File: src/rtl/mat_result_drain.sv
// -----------------------------------------------------------------------------
// mat_result_drain
//
// Reader-side buffer for the FPU matrix wrapper's result interface. A single
// cycle in_valid pulse delivers the four words of a 2x2 product. The block
// stores up to DEPTH such matrices. It streams them out one word per cycle in
// row-major order (r00, r01, r10, r11) over a valid/ready handshake.
//
// Ports:
//   clk        system clock, rising edge
//   rst        asynchronous, active-low reset
//   in_valid   single-cycle pulse; in_r00..in_r11 are valid this cycle
//   in_r00..11 result elements (row/col)
//   in_ready   advisory: at least one slot free (registered with count)
//   out_valid  out_data holds a valid word
//   out_data   current result word (0 while out_valid is low)
//   out_idx    element index 0..3 (r00, r01, r10, r11)
//   out_last   high with out_idx == 3
//   out_ready  sink accepts the word this cycle
//   count      occupied slots, 0..DEPTH
//   overflow   sticky: a matrix arrived while full and was dropped
// -----------------------------------------------------------------------------
module mat_result_drain #(
  parameter  int DATA_W = 32,
  parameter  int DEPTH  = 2,
  localparam int CW     = $clog2(DEPTH) + 1
) (
  input  logic              clk,
  input  logic              rst,
  input  logic              in_valid,
  input  logic [DATA_W-1:0] in_r00,
  input  logic [DATA_W-1:0] in_r01,
  input  logic [DATA_W-1:0] in_r10,
  input  logic [DATA_W-1:0] in_r11,
  output logic              in_ready,
  output logic              out_valid,
  output logic [DATA_W-1:0] out_data,
  output logic [1:0]        out_idx,
  output logic              out_last,
  input  logic              out_ready,
  output logic [CW-1:0]     count,
  output logic              overflow
);

  localparam int AW = (DEPTH > 1) ? $clog2(DEPTH) : 1;

  typedef enum logic {
    S_IDLE,
    S_STREAM
  } state_t;

  logic [DATA_W-1:0] r_mem [DEPTH][4];
  logic [AW-1:0]     r_wr_ptr;
  logic [AW-1:0]     r_rd_ptr;
  logic [CW-1:0]     r_count;
  logic [1:0]        r_idx;
  state_t            r_state;
  logic              r_out_valid;
  logic              r_out_last;
  logic              r_in_ready;
  logic              r_overflow;

  logic              w_full;
  logic              w_wr_en;
  logic              w_hs;
  logic              w_free;
  logic [CW-1:0]     w_count_nxt;

  // Fullness is judged on the pre-edge count: a slot freed on this same edge
  // does not admit the incoming matrix.
  assign w_full      = (r_count == CW'(DEPTH));
  assign w_wr_en     = in_valid & ~w_full;
  assign w_hs        = r_out_valid & out_ready;
  assign w_free      = w_hs & (r_idx == 2'd3);
  assign w_count_nxt = r_count + CW'(w_wr_en) - CW'(w_free);

  // NOTE: storage has no reset; stale slot contents are never visible because
  // out_data is gated by out_valid and a slot is only read after being written.
  always_ff @(posedge clk) begin
    if (w_wr_en) begin
      r_mem[r_wr_ptr][0] <= in_r00;
      r_mem[r_wr_ptr][1] <= in_r01;
      r_mem[r_wr_ptr][2] <= in_r10;
      r_mem[r_wr_ptr][3] <= in_r11;
    end
  end

  // Write side and occupancy. Pointers wrap naturally since DEPTH is a power
  // of two. A capture and a slot-free on the same edge leave count unchanged.
  // NOTE: sequential state uses non-blocking assignments so every register
  // samples pre-edge values regardless of block ordering.
  always_ff @(posedge clk or negedge rst) begin
    if (!rst) begin
      r_wr_ptr   <= '0;
      r_count    <= '0;
      r_in_ready <= 1'b0;
      r_overflow <= 1'b0;
    end else begin
      if (w_wr_en) r_wr_ptr <= r_wr_ptr + AW'(1);
      r_count    <= w_count_nxt;
      r_in_ready <= (w_count_nxt < CW'(DEPTH));
      if (in_valid && w_full) r_overflow <= 1'b1;
    end
  end

  // Read FSM. Decisions use the post-edge count, so a matrix captured on
  // edge T is presented from the cycle right after T, and back-to-back
  // matrices stream without a bubble.
  always_ff @(posedge clk or negedge rst) begin
    if (!rst) begin
      r_state     <= S_IDLE;
      r_idx       <= 2'd0;
      r_rd_ptr    <= '0;
      r_out_valid <= 1'b0;
      r_out_last  <= 1'b0;
    end else begin
      case (r_state)
        S_IDLE: begin
          if (w_count_nxt != '0) begin
            r_state     <= S_STREAM;
            r_idx       <= 2'd0;
            r_out_valid <= 1'b1;
            r_out_last  <= 1'b0;
          end
        end
        S_STREAM: begin
          if (w_hs) begin
            if (r_idx == 2'd3) begin
              r_idx      <= 2'd0;
              r_out_last <= 1'b0;
              r_rd_ptr   <= r_rd_ptr + AW'(1);
              if (w_count_nxt == '0) begin
                r_state     <= S_IDLE;
                r_out_valid <= 1'b0;
              end
            end else begin
              r_idx      <= r_idx + 2'd1;
              r_out_last <= (r_idx == 2'd2);
            end
          end
        end
        default: begin
          r_state     <= S_IDLE;
          r_out_valid <= 1'b0;
          r_out_last  <= 1'b0;
        end
      endcase
    end
  end

  assign out_data  = r_out_valid ? r_mem[r_rd_ptr][r_idx] : '0;
  assign out_valid = r_out_valid;
  assign out_idx   = r_idx;
  assign out_last  = r_out_last;
  assign count     = r_count;
  assign in_ready  = r_in_ready;
  assign overflow  = r_overflow;

endmodule

File: config.mk
export PLATFORM = sky130hd
export DESIGN_NAME = mat_result_drain
export DESIGN_NICKNAME = d
export VERILOG_FILES = /design/src/rtl/mat_result_drain.sv
export SDC_FILE = /design/constraint.sdc
export NUM_CORES = 1
export LEC_CHECK = 0
export CAP_MARGIN = 20
export CORE_UTILIZATION = 59
export CTS_BUF_LIST = sky130_fd_sc_hd__clkbuf_8
export DETAILED_ROUTE_END_ITERATION = 7
export GPL_ROUTABILITY_DRIVEN = 0
export PLACE_DENSITY = 0.9
export RECOVER_POWER = 50
export SYNTH_ARGS = -nofsm -noshare
export SYNTH_HDL_FRONTEND = slang
export SYNTH_SLANG_ARGS = --single-unit
File: constraint.sdc
create_clock -name clk -period 10 [get_ports clk]
set_input_delay 2 -clock clk [delete_from_list [all_inputs] [get_ports clk]]
set_output_delay 2 -clock clk [all_outputs]
set_load 0.02 [all_outputs]
==> metrics.txt <==
status finished with violations; failing checks max-capacitance violations, max-slew violations; reg2reg setup slack just under 6 ns; synth-to-layout area growth 25.2%; Pwr Density 287 nW/um^2; Post-CTS Hold Buffers 0; Slew HR -0.867; Root Driver clkbuf_8; worst r2r path cells 3; Yosys reg bits roughly 270; DR vias/cell 5.75; IO Port Bufs 171; Die Y 134 microns; CP Data Arrival Time 5.70 ns; critical path, cell by cell dlygate4sd3_1, and3_1, buf_4; vias in the first global route 5667; Worst Setup End Kind flip-flop; kind of critical path input port to flip-flop; Post-Syn Instances 452; global route total overflow 0; Post-synth EDFFs 256; Post-Syn Nets 588; CP max stage delay between 2 and 2.5 ns; count leader, synth edfxtp_1; core area 17200 sq um; RSZ-0062 raised after global routing false; drt drc 0; final setup TNS 0 ns; Hold/Removal Path Class flip-flop to flip-flop; largest family of logic cells by synthesized area multiplexers; clock tree buffer depth 3; HPWL Detailed ~13000 microns; DR WL/cell ~22 microns; fmax 180 MHz; All-Layer GR Usage 0.232; YS warnings 0; Worst Clk Skew around 0.013 ns; post-synthesis compound-gate area fraction 0.00678; asr flop ratio synth 0.0412; HP Start overflow; family with the most delay on the worst path simple AND/OR/NAND/NOR gates; Final Hold Slack approximately 0.53 ns; adder-cell share of the synthesized area 0.00484; Critical Path RT ~10 ns; Yosys cell types 29; drt first pass iters 5; first-pass GRT wire length between 30000 and 40000 microns; DRT antenna net count 0; worst r2r dst r_mem[1][93]; initial detailed-routing violation count 300; CTS tree done; Clk Latency, worst-skew pair roughly 0.52 ns; layout cells sized above 1 0.164; Synth Area in Simple Gates 0.0176; Critical path buffers and inverters 2; Max Transition Viols Final between 60 and 70; H-tree depth 2; final worst-path cycle share 0.555; CP startpoint kind input port; I/O pins 172; Crit-path slowest cell and3_1; row cnt 48; pin slew with the least headroom to its limit about 2.8 ns; DRT Wirelength 20100 microns; die area approximately 18000 sq um; register area share after synthesis 0.770; critical path fanouts, max a little under 70; Synth Cell Area between 10000 and 15000 sq um; Period minus WS final about 5.6 ns; area share of the largest cell type after synthesis 0.744; Initial Utilization 0.602; initial antenna violation count 4; Die W roughly 130 microns; TritonCTS buffer count 41; final hold vios 0; clk slew on worst S/H paths 0.06 ns; Setup violations, final 0; cts repair resizes 0; ranking of synthesized cells by area edfxtp_1, mux4_2, mux4_1; Hold Path End overflow; ys flop type edfxtp_1; largest net degree at the start of global routing 73; clock sinks around 270; max-cap violations 1; syn avg cell area ~23 sq um; worst vdd rail ir drop ~0.00016 V; Critical R2R Launch count[0]; fin nets slightly below 800; LEAKAGE approximately 4.5 nW; Synth top cells by count edfxtp_1, mux4_2, nor2_1; Hold Path Depth 1; leading area contributor after synthesis edfxtp_1; Via Count roughly 5200; Post-Synth XOR/XNOR Area 0.00399; mux contribution to synthesized area 0.178; # Post-CTS Setup Buffers 0
## state kept, by name (all words and copies together), names as in the netlist
name,cells
in_ready,1
r_mem,256
r_wr_ptr,1
count,2
r_state,1
out_idx,2
r_rd_ptr,1
overflow,1
out_last,1
out_valid,1
## cell type report
| cell class | count | area, sq um |
|---|---|---|
| fillers | 984 | 4230 |
| multi-input cells | 157 | 2190 |
| clock buffers | 43 | 592 |
| repair buffers | 178 | 1760 |
| diodes | 2 | 5.00 |
| well taps | 225 | 282 |
| inverters | 6 | 22.5 |
| clock inverters | 30 | 124 |
| flip-flops and latches | 267 | 7970 |
## cells in the final DEF (no fill, tap or decap), types with 2 or more instances in the layout
master,n
mux2i_1,33
clkinv_1,7
dfrtp_1,8
clkdlybuf4s50_1,41
buf_4,7
nor2_1,34
diode_2,2
inv_1,19
xnor2_1,2
dlygate4sd3_1,130
clkbuf_8,43
o2bb2ai_1,2
nand2_1,2
dfrtp_2,2
o21ai_1,2
mux4_1,17
clkinv_2,9
ha_1,4
mux4_2,47
edfxtp_1,256
and3_1,3
## routing by layer
metal	wire length, microns	up-vias	GRT usage
met1	7730	2641	0.303
li1	-	2289	-
met3	1620	37	0.0654
met5	27	-	0
met4	342	4	0.0705
met2	10300	252	0.385
## worst register-to-register path, delay by kind of cell (launching register included)
kind                   cells  cell delay (ns)
DFF                        1             0.38
and+or+nand+nor            2             2.25
buffers and inverters      1             0.98
## worst max path at each step
stage	slack, ns	to	cells past startpoint	from
finish	4.45	r_mem[1][93]	3	in_valid
global placement	5.04	out_data[19]	5	out_idx[0]
CTS	4.36	out_data[19]	5	out_idx[0]
detailed placement	4.95	out_data[19]	5	out_idx[0]
global route	4.18	r_mem[1][124]	3	in_valid
floorplan	1.97	r_mem[0][0]	2	in_valid
## power breakdown
group | switching, mW | internal, mW
Sequential | 0.148 | 1.54
Combinational | 0.627 | 0.616
Clock | 0.394 | 0.399
## through the flow
stage	cells	worst slack, ns	power, mW	utilization	cell area [sq um]
2_1_floorplan	452	1.97	2.54	-	10300
3_3_place_gp	833	5.04	2.90	0.712	12200
3_5_place_dp	833	4.95	2.97	0.712	12200
4_1_cts	906	4.36	3.77	0.754	12900
5_1_grt	907	4.18	3.90	0.753	12900
6_report	908	4.45	3.72	0.754	12900
## kinds of logic (layout without fill, tap and decap cells)
group / count (synthesis) / after routing
simple gates: 44 / 44
other cells: 0 / 2
fa+ha+maj: 4 / 4
mux: 97 / 97
compound gates: 9 / 9
buf+inv: 28 / 257
flops: 267 / 267
xor+xnor: 3 / 3
(Power assumes the default switching activity.)
